File: config.mk
export PLATFORM = sky130hd
export DESIGN_NAME = uniop_ctrl
export DESIGN_NICKNAME = d
export VERILOG_FILES = /design/src/rtl/uniop_ctrl.sv
export SDC_FILE = /design/constraint.sdc
export NUM_CORES = 1
export LEC_CHECK = 0
export CORE_UTILIZATION = 48
export CTS_CLUSTER_SIZE = 12
export DETAILED_ROUTE_END_ITERATION = 8
export PLACE_DENSITY_LB_ADDON = 0.08
export SLEW_MARGIN = 10
export SYNTH_ARGS = -nofsm -noshare
export SYNTH_HDL_FRONTEND = slang
export SYNTH_SLANG_ARGS = --single-unit
File: constraint.sdc
create_clock -name clk -period 3 [get_ports clk]
set_input_delay 0.6 -clock clk [delete_from_list [all_inputs] [get_ports clk]]
set_output_delay 0.6 -clock clk [all_outputs]
set_load 0.02 [all_outputs]
File: src/rtl/uniop_ctrl.sv
// Multi-cycle control unit for the accumulator processor: fetch, decode,
// operand read, ALU sequencing and data-memory stores.
module uniop_ctrl #(
  parameter int unsigned AW      = 12,
  parameter int unsigned ALU_LAT = 1
) (
  input  logic          clk,
  input  logic          rst,
  input  logic          start,
  output logic [AW-1:0] imem_addr,
  input  logic [15:0]   imem_rdata,
  output logic [AW-1:0] dmem_addr,
  output logic          dmem_rd,
  input  logic [15:0]   dmem_rdata,
  output logic          dmem_wr,
  output logic [15:0]   dmem_wdata,
  output logic [2:0]    alu_sel,
  output logic [15:0]   alu_a,
  output logic [15:0]   alu_b,
  input  logic [15:0]   alu_out,
  input  logic          alu_zf,
  output logic [15:0]   acc,
  output logic [AW-1:0] pc,
  output logic          busy,
  output logic          halted,
  output logic          illegal
);

  localparam int unsigned CW = (ALU_LAT > 0) ? $clog2(ALU_LAT + 1) : 1;
  localparam logic [CW-1:0] LAST_CNT = CW'(ALU_LAT);

  localparam logic [3:0] OP_NOP = 4'h0;
  localparam logic [3:0] OP_LDA = 4'h1;
  localparam logic [3:0] OP_STA = 4'h2;
  localparam logic [3:0] OP_ADD = 4'h3;
  localparam logic [3:0] OP_SUB = 4'h4;
  localparam logic [3:0] OP_AND = 4'h5;
  localparam logic [3:0] OP_OR  = 4'h6;
  localparam logic [3:0] OP_XOR = 4'h7;
  localparam logic [3:0] OP_NOT = 4'h8;
  localparam logic [3:0] OP_JMP = 4'h9;
  localparam logic [3:0] OP_JZ  = 4'hA;
  localparam logic [3:0] OP_LDI = 4'hB;
  localparam logic [3:0] OP_HLT = 4'hF;

  typedef enum logic [2:0] {
    S_IDLE, S_FETCH, S_DECODE, S_MEMRD, S_LOAD, S_EXEC, S_STORE, S_HALT
  } state_e;

  state_e          state_q, state_d;
  logic [AW-1:0]   pc_q, pc_d;
  logic [15:0]     acc_q, acc_d;
  logic [15:0]     opnd_q, opnd_d;
  logic [15:0]     ir_q, ir_d;
  logic            zflag_q, zflag_d;
  logic            illegal_q, illegal_d;
  logic [CW-1:0]   cnt_q, cnt_d;
  logic            ready_q;
  logic            dmem_rd_q, dmem_wr_q;
  logic [2:0]      alu_sel_q, alu_sel_d;
  logic            busy_q, halted_q;

  logic [3:0]      op_c;
  logic [AW-1:0]   tgt_c;

  function automatic logic [2:0] alu_fn(input logic [3:0] op);
    case (op)
      OP_SUB:  alu_fn = 3'd1;
      OP_AND:  alu_fn = 3'd2;
      OP_OR:   alu_fn = 3'd3;
      OP_XOR:  alu_fn = 3'd4;
      OP_NOT:  alu_fn = 3'd5;
      default: alu_fn = 3'd0;
    endcase
  endfunction

  // In DECODE the instruction is still on the bus; afterwards it lives in ir.
  assign op_c  = (state_q == S_DECODE) ? imem_rdata[15:12] : ir_q[15:12];
  assign tgt_c = AW'(imem_rdata[11:0]);

  always_comb begin
    state_d   = state_q;
    pc_d      = pc_q;
    acc_d     = acc_q;
    opnd_d    = opnd_q;
    ir_d      = ir_q;
    zflag_d   = zflag_q;
    illegal_d = illegal_q;
    cnt_d     = cnt_q;
    case (state_q)
      S_IDLE, S_HALT: begin
        if (start && ready_q) begin
          state_d   = S_FETCH;
          pc_d      = '0;
          illegal_d = 1'b0;
        end
      end
      S_FETCH: state_d = S_DECODE;
      S_DECODE: begin
        ir_d = imem_rdata;
        pc_d = pc_q + AW'(1);
        case (op_c)
          OP_NOP: state_d = S_FETCH;
          OP_JMP: begin
            state_d = S_FETCH;
            pc_d    = tgt_c;
          end
          OP_JZ: begin
            state_d = S_FETCH;
            if (zflag_q) pc_d = tgt_c;
          end
          OP_LDI: begin
            state_d = S_FETCH;
            acc_d   = {4'h0, imem_rdata[11:0]};
            zflag_d = (imem_rdata[11:0] == 12'h000);
          end
          OP_STA: state_d = S_STORE;
          OP_NOT: begin
            state_d = S_EXEC;
            cnt_d   = '0;
          end
          OP_LDA, OP_ADD, OP_SUB, OP_AND, OP_OR, OP_XOR: state_d = S_MEMRD;
          OP_HLT: state_d = S_HALT;
          default: begin
            state_d   = S_HALT;
            illegal_d = 1'b1;
          end
        endcase
      end
      S_MEMRD: state_d = S_LOAD;
      S_LOAD: begin
        opnd_d = dmem_rdata;
        if (op_c == OP_LDA) begin
          acc_d   = dmem_rdata;
          zflag_d = (dmem_rdata == 16'h0000);
          state_d = S_FETCH;
        end else begin
          cnt_d   = '0;
          state_d = S_EXEC;
        end
      end
      S_EXEC: begin
        if (cnt_q == LAST_CNT) begin
          acc_d   = alu_out;
          zflag_d = alu_zf;
          state_d = S_FETCH;
        end else begin
          cnt_d = cnt_q + CW'(1);
        end
      end
      S_STORE: state_d = S_FETCH;
      default: state_d = S_IDLE;
    endcase
    alu_sel_d = (state_d == S_EXEC) ? alu_fn(op_c) : 3'd0;
  end

  // ready_q masks a start that coincides with reset release.
  always_ff @(posedge clk or negedge rst) begin
    if (!rst) begin
      state_q   <= S_IDLE;
      pc_q      <= '0;
      acc_q     <= '0;
      opnd_q    <= '0;
      ir_q      <= '0;
      zflag_q   <= 1'b0;
      illegal_q <= 1'b0;
      cnt_q     <= '0;
      ready_q   <= 1'b0;
      dmem_rd_q <= 1'b0;
      dmem_wr_q <= 1'b0;
      alu_sel_q <= 3'd0;
      busy_q    <= 1'b0;
      halted_q  <= 1'b0;
    end else begin
      state_q   <= state_d;
      pc_q      <= pc_d;
      acc_q     <= acc_d;
      opnd_q    <= opnd_d;
      ir_q      <= ir_d;
      zflag_q   <= zflag_d;
      illegal_q <= illegal_d;
      cnt_q     <= cnt_d;
      ready_q   <= 1'b1;
      dmem_rd_q <= (state_d == S_MEMRD);
      dmem_wr_q <= (state_d == S_STORE);
      alu_sel_q <= alu_sel_d;
      busy_q    <= (state_d != S_IDLE) && (state_d != S_HALT);
      halted_q  <= (state_d == S_HALT);
    end
  end

  assign imem_addr  = pc_q;
  assign dmem_addr  = AW'(ir_q[11:0]);
  assign dmem_rd    = dmem_rd_q;
  assign dmem_wr    = dmem_wr_q;
  assign dmem_wdata = acc_q;
  assign alu_sel    = alu_sel_q;
  assign alu_a      = acc_q;
  assign alu_b      = opnd_q;
  assign acc        = acc_q;
  assign pc         = pc_q;
  assign busy       = busy_q;
  assign halted     = halted_q;
  assign illegal    = illegal_q;

endmodule

==> impl_metrics.yaml <==
worst_setup_path:
  worstPathArrival_ps: 2670
  cp_num_cells: 4
  required_ps: 3220
  endpoint_kind: "flip-flop"
  slowest_delay_ps: 680
  slowest_stage: "or3b_1"
  crit_family: "simple AND/OR/NAND/NOR gates"
  worst-path-buf-inv: 1
  cp_cell_sequence: "or3b_1, o32ai_4, buf_4, mux2_2"
  cp_max_fo: 17
  worstSetupStartpointType: "flip-flop"
  rr_worst_depth: 4
  path_class: "flip-flop to flip-flop"
clocking:
  clk_pin_slew_ps: 80
  postCtsResizedCells: 0
  postCtsSetupBuffers: 0
  htree_levels: 3
  tritoncts: "built"
  cts-root-buf: "clkbuf_8"
  clk_latency_ps: 350
  postCtsHoldBufs: 0
  clock_path_buffers: 2
  clock_sinks: 74
  cts_buffers: 9
sta:
  worst_pin_slew_ps: 951.0
  tns_ps: 0
  hold_viol_final: 0
  slew_viol_final: 0
  slew_headroom_pct: 36.60
  max_freq_ghz: 0.4086
  setup_viol: 0
  layout_setup_ws_ps: 552.4
  post-route-period-util_pct: 81.59
  skew_ps: 11.92
  period_needed_ps: 2448
  rsz0062_at_grt: "false"
drt:
  drc: 0
  vias_per_cell: 5.482
  wl_per_cell_um: 17.20
  antenna_left: 0
  routed_wl_um: 11250
  first_pass_iters: 5
  vias: 3585
  drtIter0Drc: 143
power_and_ir_drop:
  p_switching_mw: 2.467
  p_sw_share_pct: 40.19
  p_seq_share_pct: 28.4
  intPower_mw: 3.672
  p_clk_share_pct: 15.8
  p_comb_share_pct: 55.8
  peakVddDrop_mv: 0.5554
  power_density_nw_per_um2: 1062
  leakage_nw: 2.433
synthesis:
  synth.top_cell.area_share_pct: 43.22
  ys.flop_type: "dfrtp_1"
  syn_inst: 442
  synth_top_area_cell: "dfrtp_1"
  synth_area_leaders: "dfrtp_1 43%, buf_4 10%, mux2_2 6.3%"
  synth_edf_count: 0
  ys_seq_area_share_pct: 43.22
  syn_nets: 495
  synthArstFlopShare_pct: 100.0
  syn_area_per_cell_um2: 9.693
  synth_warnings: 0
  synth.most_common_cell: "dfrtp_1"
  yosysUniqueCellTypes: 52
  synth_commonest_cells: "74 x dfrtp_1, 58 x nand2_1, 57 x buf_4"
  synth_seq_cells: 74
  syn_area_um2: 4284
place:
  dp_cells: 638
  place.gp.congestion: 0.8231
  io_buffers: 159
  pre_cts_ws_ps: 380.3
  hpwl_um: 8012
final_layout:
  drive_above_1_share_pct: 12.09
  fin_nets: 594
  final_cells: 654
  area_growth_pct: 34.90
  antennaDiodeCount: 0
  fillers: 737
hold_path:
  hp-class: "input pin to asynchronous set/reset pin"
job:
  drv_cap: 0
floorplanning:
  ios: 160
  die_w_um: 96.48
  row_count: 34
  die_h_um: 96.48
  core_area_um2: 8678
  start_util_pct: 49.37
  dieArea_um2: 9307
run_status:
  status: "finished clean"
grt:
  gr-usage-all-layers_pct: 24.59
  antenna_found_initial: 0
  grt_pass1_wl_um: 17300
  grt_max_degree: 75
  grt_pass1_vias: 3307
  grt.overflow.total: 0
flip-flops by register name, indices dropped and copies added, names as in the netlist:
| name | flops |
|---|---|
| acc | 16 |
| alu_b | 16 |
| alu_sel | 3 |
| busy | 1 |
| cnt_q | 1 |
| dmem_rd | 1 |
| dmem_wr | 1 |
| halted | 1 |
| illegal | 1 |
| imem_addr | 12 |
| ir_q | 16 |
| ready_q | 1 |
| state_q | 3 |
| zflag_q | 1 |
power by group through the flow:
stage | registers [mW] | logic (mW) | clock network [mW]
6_report | 1.74 | 3.43 | 0.970
5_1_grt | 1.81 | 3.70 | 1.01
4_1_cts | 1.75 | 3.44 | 0.982
3_5_place_dp | 1.75 | 3.42 | 0
3_3_place_gp | 1.74 | 3.38 | 0
2_1_floorplan | 1.99 | 2.09 | 0
stage by stage:
step | util, % | instance area (um2) | hold WS [ps] | power (mW)
after floorplan | - | 4284 | 304.4 | 4.081
after global placement | 63.68 | 5527 | 458.3 | 5.119
after detailed placement | 63.68 | 5527 | 462.3 | 5.177
after CTS | 66.59 | 5779 | 428.3 | 6.168
after global routing | 66.59 | 5779 | 456.8 | 6.524
final | 66.59 | 5779 | 367.2 | 6.139
layout make-up:
type / instances / area [um2] / share of cell area, %
repair buffers: 168 / 1657 / 28.66
clock inverters: 4 / 97.59 / 1.689
inverters: 9 / 33.78 / 0.5845
multi-input cells: 279 / 1849 / 32.00
clock buffers: 12 / 155.1 / 2.685
flip-flops and latches: 74 / 1852 / 32.04
well taps: 108 / 135.1 / 2.338
layout by cell type, fill, tap and decap left out, drive strengths merged, types with 10 or more instances in the layout:
cell type      count
nand2             58
o21ai             23
mux2              34
nor4              16
mux2i             18
a21oi             28
clkbuf            12
nor2              28
dfrtp             74
clkdlybuf4s50    158
buf               10
a31oi             11
path summary, 6_finish.rpt:
kind,to,startpoint,slack [ps]
max,acc[15],state_q[1],550
max in group asynchronous,acc[2],rst,1980
max reg2reg,acc[15],state_q[1],550
min,imem_addr[5],rst,370
min reg2reg,ir_q[2],ir_q[2],480
min in group clk,ir_q[2],ir_q[2],480
metal layers:
| layer | GRT usage (%) | vias to the layer above | part of all wire [%] |
|---|---|---|---|
| li1 | - | 1690 | - |
| met1 | 33.45 | 1734 | 43 |
| met2 | 39.67 | 147 | 49 |
| met3 | 4.460 | 14 | 7.0 |
| met4 | 7.966 | 0 | 1.4 |
| met5 | 0 | - | 0 |
cell families (layout without fill, tap and decap cells):
| group | after synthesis | in the layout | share of synthesized area, % |
|---|---|---|---|
| mux | 52 | 52 | 14.02 |
| compound gates | 82 | 82 | 12.15 |
| xor+xnor | 3 | 3 | 0.6134 |
| simple gates | 140 | 140 | 15.95 |
| buf+inv | 89 | 193 | 13.67 |
| fa+ha+maj | 1 | 1 | 0.2920 |
| flops | 74 | 74 | 43.22 |
| other cells | 1 | 1 | 0.08753 |
No activity file was read; power rests on OpenSTA's default activity.
